===== config.mk =====
export PLATFORM = sky130hd
export DESIGN_NAME = band_scale_seq
export DESIGN_NICKNAME = d
export VERILOG_FILES = /design/src/rtl/band_scale_seq.sv
export SDC_FILE = /design/constraint.sdc
export NUM_CORES = 1
export LEC_CHECK = 0
export BUFFER_PORTS_ARGS = -buffer_cell sky130_fd_sc_hd__buf_2
export CORE_ASPECT_RATIO = 0.7
export CORE_MARGIN = 1
export CORE_UTILIZATION = 50
export DETAILED_ROUTE_END_ITERATION = 8
export PLACE_DENSITY = 0.69
export SLEW_MARGIN = 15
export SYNTH_ARGS = -nofsm -noshare
export SYNTH_HDL_FRONTEND = slang
export SYNTH_SLANG_ARGS = --single-unit

===== constraint.sdc =====
create_clock -name clk -period 17.5 [get_ports clk]
set_input_delay 0.875 -clock clk [delete_from_list [all_inputs] [get_ports clk]]
set_output_delay 0.875 -clock clk [all_outputs]
set_load 0.005 [all_outputs]

===== src/rtl/band_scale_seq.sv =====
// Multi-band gain stage: one shared squarer/multiplier walks the bands in turn,
// then all saturated results are published to the outputs together.
module band_scale_seq #(
    parameter int NUM_BANDS = 5,
    parameter int AUD_W     = 16,
    parameter int POT_W     = 12
) (
    input  logic                          clk,
    input  logic                          rst_n,
    input  logic                          strt,
    input  logic [NUM_BANDS*POT_W-1:0]    POT,
    input  logic [NUM_BANDS*AUD_W-1:0]    audio,
    output logic [NUM_BANDS*AUD_W-1:0]    scaled,
    output logic                          busy,
    output logic                          valid
);
    localparam int PW    = POT_W + 1 + AUD_W;
    localparam int H     = AUD_W + POT_W - 3;
    localparam int L     = POT_W - 2;
    localparam int IDX_W = (NUM_BANDS > 1) ? $clog2(NUM_BANDS) : 1;
    localparam logic [IDX_W-1:0] LAST_IDX = IDX_W'(NUM_BANDS - 1);

    typedef enum logic [2:0] {S_IDLE, S_SQR, S_MUL, S_SAT, S_DONE} state_t;

    state_t                   state_q, state_d;
    logic [IDX_W-1:0]         idx_q, idx_d;
    logic [POT_W-1:0]         pot_q    [NUM_BANDS];
    logic signed [AUD_W-1:0]  aud_q    [NUM_BANDS];
    logic [AUD_W-1:0]         shadow_q [NUM_BANDS];
    logic [AUD_W-1:0]         scaled_q [NUM_BANDS];
    logic [POT_W-1:0]         gain_q;
    logic signed [PW-1:0]     prod_q;
    logic                     busy_q, valid_q;

    logic                     start_ok;
    logic [POT_W-1:0]         pot_cur;
    logic signed [AUD_W-1:0]  aud_cur;
    logic [2*POT_W-1:0]       sq;
    logic [POT_W-1:0]         gain_c;
    logic signed [PW-1:0]     gain_ext, aud_ext, prod_c;
    logic [AUD_W-1:0]         sat_c;

    // A strt landing in the valid cycle must not start a pass.
    assign start_ok = strt && (state_q == S_IDLE) && !valid_q;

    assign pot_cur  = pot_q[idx_q];
    assign aud_cur  = aud_q[idx_q];
    assign sq       = {{POT_W{1'b0}}, pot_cur} * {{POT_W{1'b0}}, pot_cur};
    assign gain_c   = POT_W'(sq >> POT_W);
    assign gain_ext = $signed({{AUD_W{1'b0}}, 1'b0, gain_q});
    assign aud_ext  = {{(POT_W+1){aud_cur[AUD_W-1]}}, aud_cur};
    assign prod_c   = gain_ext * aud_ext;

    // Result window is product[H:L]; anything above it must be pure sign extension.
    always_comb begin
        sat_c = AUD_W'(prod_q >>> L);
        if (prod_q[PW-1] && !(&prod_q[PW-2:H])) begin
            sat_c = {1'b1, {(AUD_W-1){1'b0}}};
        end else if (!prod_q[PW-1] && (|prod_q[PW-2:H])) begin
            sat_c = {1'b0, {(AUD_W-1){1'b1}}};
        end
    end

    always_comb begin
        state_d = state_q;
        idx_d   = idx_q;
        unique case (state_q)
            S_IDLE: begin
                if (start_ok) begin
                    state_d = S_SQR;
                    idx_d   = '0;
                end
            end
            S_SQR: state_d = S_MUL;
            S_MUL: state_d = S_SAT;
            S_SAT: begin
                if (idx_q == LAST_IDX) begin
                    state_d = S_DONE;
                end else begin
                    state_d = S_SQR;
                    idx_d   = idx_q + IDX_W'(1);
                end
            end
            S_DONE: begin
                state_d = S_IDLE;
                idx_d   = '0;
            end
            default: state_d = S_IDLE;
        endcase
    end

    always_ff @(posedge clk or negedge rst_n) begin
        if (!rst_n) begin
            state_q <= S_IDLE;
            idx_q   <= '0;
            gain_q  <= '0;
            prod_q  <= '0;
            busy_q  <= 1'b0;
            valid_q <= 1'b0;
            for (int b = 0; b < NUM_BANDS; b++) begin
                pot_q[b]    <= '0;
                aud_q[b]    <= '0;
                shadow_q[b] <= '0;
                scaled_q[b] <= '0;
            end
        end else begin
            state_q <= state_d;
            idx_q   <= idx_d;
            valid_q <= (state_q == S_DONE);
            if (start_ok) begin
                busy_q <= 1'b1;
            end else if (state_q == S_DONE) begin
                busy_q <= 1'b0;
            end
            if (state_q == S_SQR) begin
                gain_q <= gain_c;
            end
            if (state_q == S_MUL) begin
                prod_q <= prod_c;
            end
            for (int b = 0; b < NUM_BANDS; b++) begin
                if (start_ok) begin
                    pot_q[b] <= POT[b*POT_W +: POT_W];
                    aud_q[b] <= audio[b*AUD_W +: AUD_W];
                end
                if ((state_q == S_SAT) && (idx_q == IDX_W'(b))) begin
                    shadow_q[b] <= sat_c;
                end
                if (state_q == S_DONE) begin
                    scaled_q[b] <= shadow_q[b];
                end
            end
        end
    end

    for (genvar gi = 0; gi < NUM_BANDS; gi++) begin : g_out
        assign scaled[gi*AUD_W +: AUD_W] = scaled_q[gi];
    end

    assign busy  = busy_q;
    assign valid = valid_q;

endmodule


==> flow_summary.yaml <==
outcome:
  outcome: "finished, final reports clean"
synthesis:
  synth_area_mm2: 0.0243
  synthMuxAreaShare_pct: 13.2
  synth_xor_area_share_pct: 1.05
  synth.top_cell.area_share_pct: 35.0
  ys_async_sr_fraction_pct: 100
  seq_area_frac_synth_pct: 35.0
  synth_compound_area_share_pct: 6.76
  ys.flop_type: "dfrtp_1"
  synthTopCellsByCount: "inv_1 (359), dfrtp_1 (339), fa_1 (254)"
  yosysMostFrequentCell: "inv_1"
  synth_top_family_by_area: "adder cells"
  ys_top_cells_by_area: "dfrtp_1 (35%), fa_1 (21%), mux2_2 (11%)"
  avgSynthCellArea_um2: 10.9
  syn-num-nets: 2738
  synth_cell_types: 69
  synth-edff-count: 0
  ys_ff_latch: 339
  synthAdderAreaFrac_pct: 27.2
  yosysWarnings: 0
  postSynthCellCount: 2219
  yosysTopAreaCell: "dfrtp_1"
  synthSimpleGateAreaFrac_pct: 9.49
critical_path:
  cp-end-kind: "flop"
  critPathSlowestCell: "a21oi_1"
  critical_path_arrival_ps: 7960
  crit_start: "idx_q[0]$_DFFE_PN0P_"
  rrSetupSlack_ps: 9970
  path_buf_inv: 3
  cp_top_family: "adder cells"
  crit_path_cell_trace: "buf_4, mux4_2, and2_1, a21oi_1, nor2_1, fa_1, inv_1, fa_1, inv_1, fa_1, fa_1, fa_1, ha_1, a21o_1, a21o_1, a2111oi_0, o32a_1, a21oi_2, nor2_1, nor4_1, or3_1"
  endpoint: "gain_q[10]$_DFFE_PN0P_"
  cp.required_ps: 17930
  critPathMaxStageDelay_ps: 730
  worstSetupPathType: "flop to flop"
  rr_worst_depth: 21
  path_depth: 21
  worstReg2RegStart: "idx_q[0]$_DFFE_PN0P_"
  rr_endpoint: "gain_q[10]$_DFFE_PN0P_"
  startpoint_type: "flop"
  cp_max_fo: 40
  cpMostUsedCell: "fa_1"
timing:
  finClkSkew_ps: 24.9
  final.setup.tns_ps: 0
  final_max_slew_viol_count: 0
  worstMarginPinSlew_ps: 1050
  finalHoldViolations: 0
  fin_crit_sh_pct: 43.0
  min_period_ps: 7530
  rsz0062_at_grt: "false"
  fmax_mhz: 133
  setup_viol: 0
  slew_headroom_pct: 29.9
run:
  max_cap_viol_count: 0
clocking:
  cts_max_level: 2
  clk_path_buf_depth: 3
  clk_latency_ps: 550
  path_clk_slew_ps: 70
  root_buffer: "clkbuf_16"
  cts_tree: "yes"
  cts.sinks: 339
  cts_setup_buffers: 0
  cts_resized: 0
  cts_buffers: 36
  ctsHoldBuffers: 0
drt:
  first_pass_iters: 5
  drt-initial-drc-count: 1097
  wl_um: 54900
  via_per_inst: 5.25
  post-route-drc-count: 0
  ant_nets: 0
  vias: 16100
  drt-wirelength-per-cell_um: 17.9
placement:
  port_buffers: 224
  place_congestion: 0.860
  hpwl_um: 42300
floorplanning:
  die_x_um: 265
  start_util_pct: 50.7
  core_area_mm2: 0.0479
  rows: 67
  die_h_um: 186
  ios: 225
  dieArea_mm2: 0.0494
global_route:
  grt_max_degree: 122
  track_usage_pct: 22.8
  grt_pass1_wl_um: 90000
  grt_pass1_vias: 16600
  antenna_found_initial: 5
  gr-total-overflow: 0
final_layout:
  fin_nets: 2910
  syn_to_final_growth_pct: 12.1
  final_layout_size_suffix_gt1_share_pct: 24.6
hold_path:
  hold_class: "input port to asynchronous set/reset pin"
[worst min path at each step]
stage                        startpoint                       end  slack [ps]  cells after the start
6_report                          rst_n  shadow_q[77]$_DFFE_PN0P_         420                      1
5_1_grt        shadow_q[22]$_DFFE_PN0P_  shadow_q[22]$_DFFE_PN0P_         490                      2
4_1_cts                           rst_n    scaled[32]$_DFFE_PN0P_         470                      1
3_5_place_dp   shadow_q[35]$_DFFE_PN0P_  shadow_q[35]$_DFFE_PN0P_         470                      2
3_3_place_gp   shadow_q[75]$_DFFE_PN0P_  shadow_q[75]$_DFFE_PN0P_         460                      2
2_1_floorplan  shadow_q[16]$_DFFE_PN0P_  shadow_q[16]$_DFFE_PN0P_         440                      2
[routing by layer]
metal,share of wire [%],GRT usage (%),wire length (um),vias to the layer above
li1,-,-,-,7476
met1,49,35.0,26800,8136
met2,43,33.3,23400,470
met3,7.4,5.61,4050,57
met4,1.1,3.47,614,6
met5,0.15,0.772,84,-
[registers in the layout, indices dropped and copies added (netlist names)]
| name | flops |
|---|---|
| aud_q | 80 |
| state_q | 3 |
| valid | 1 |
| idx_q | 3 |
| pot_q | 60 |
| prod_q | 19 |
| gain_q | 12 |
| busy | 1 |
| scaled | 80 |
| shadow_q | 80 |
[cell families (layout without fill, tap and decap cells)]
group,count (synthesis),in the layout
muxes,261,261
DFF,339,339
AOI/OAI and AO/OA,257,257
buffers and inverters,467,666
xor gates and xnor gates,29,29
other,0,1
adders and majority gates,376,376
and+or+nand+nor,490,490
[stage by stage]
stage	setup slack, ps	cells	hold slack (ps)	util [%]	instance area (um2)
floorplan	10680	2219	444	-	24300
global placement	10270	3007	457	54.2	25900
detailed placement	10010	3007	466	54.2	25900
CTS	10000	3072	465	56.8	27200
global route	9590	3074	492	56.8	27200
finish	9970	3074	424	56.8	27200
[cell usage in the layout (no fill, tap or decap), types with 22 or more instances in the layout]
cell / count
a21oi_1: 61
and2_1: 89
buf_2: 223
clkbuf_16: 36
dfrtp_1: 337
fa_1: 254
ha_1: 122
inv_1: 359
mux2_2: 232
mux4_2: 24
nand2_1: 219
nor2_1: 87
o21ai_0: 88
xnor2_1: 22
[layout make-up]
| cell class | instances | area [um2] |
|---|---|---|
| Antenna cell | 1 | 2.50 |
| Tap cell | 655 | 820 |
| Clock buffer | 53 | 1090 |
| Inverter | 359 | 1350 |
| Multi-Input combinational cell | 1413 | 14000 |
| Sequential cell | 339 | 8490 |
| Fill cell | 4074 | 20700 |
| Clock inverter | 12 | 150 |
| Timing Repair Buffer | 242 | 1280 |
Power is not shown: default switching activity piles up to over one toggle a cycle in this logic, so the estimate is an artifact.
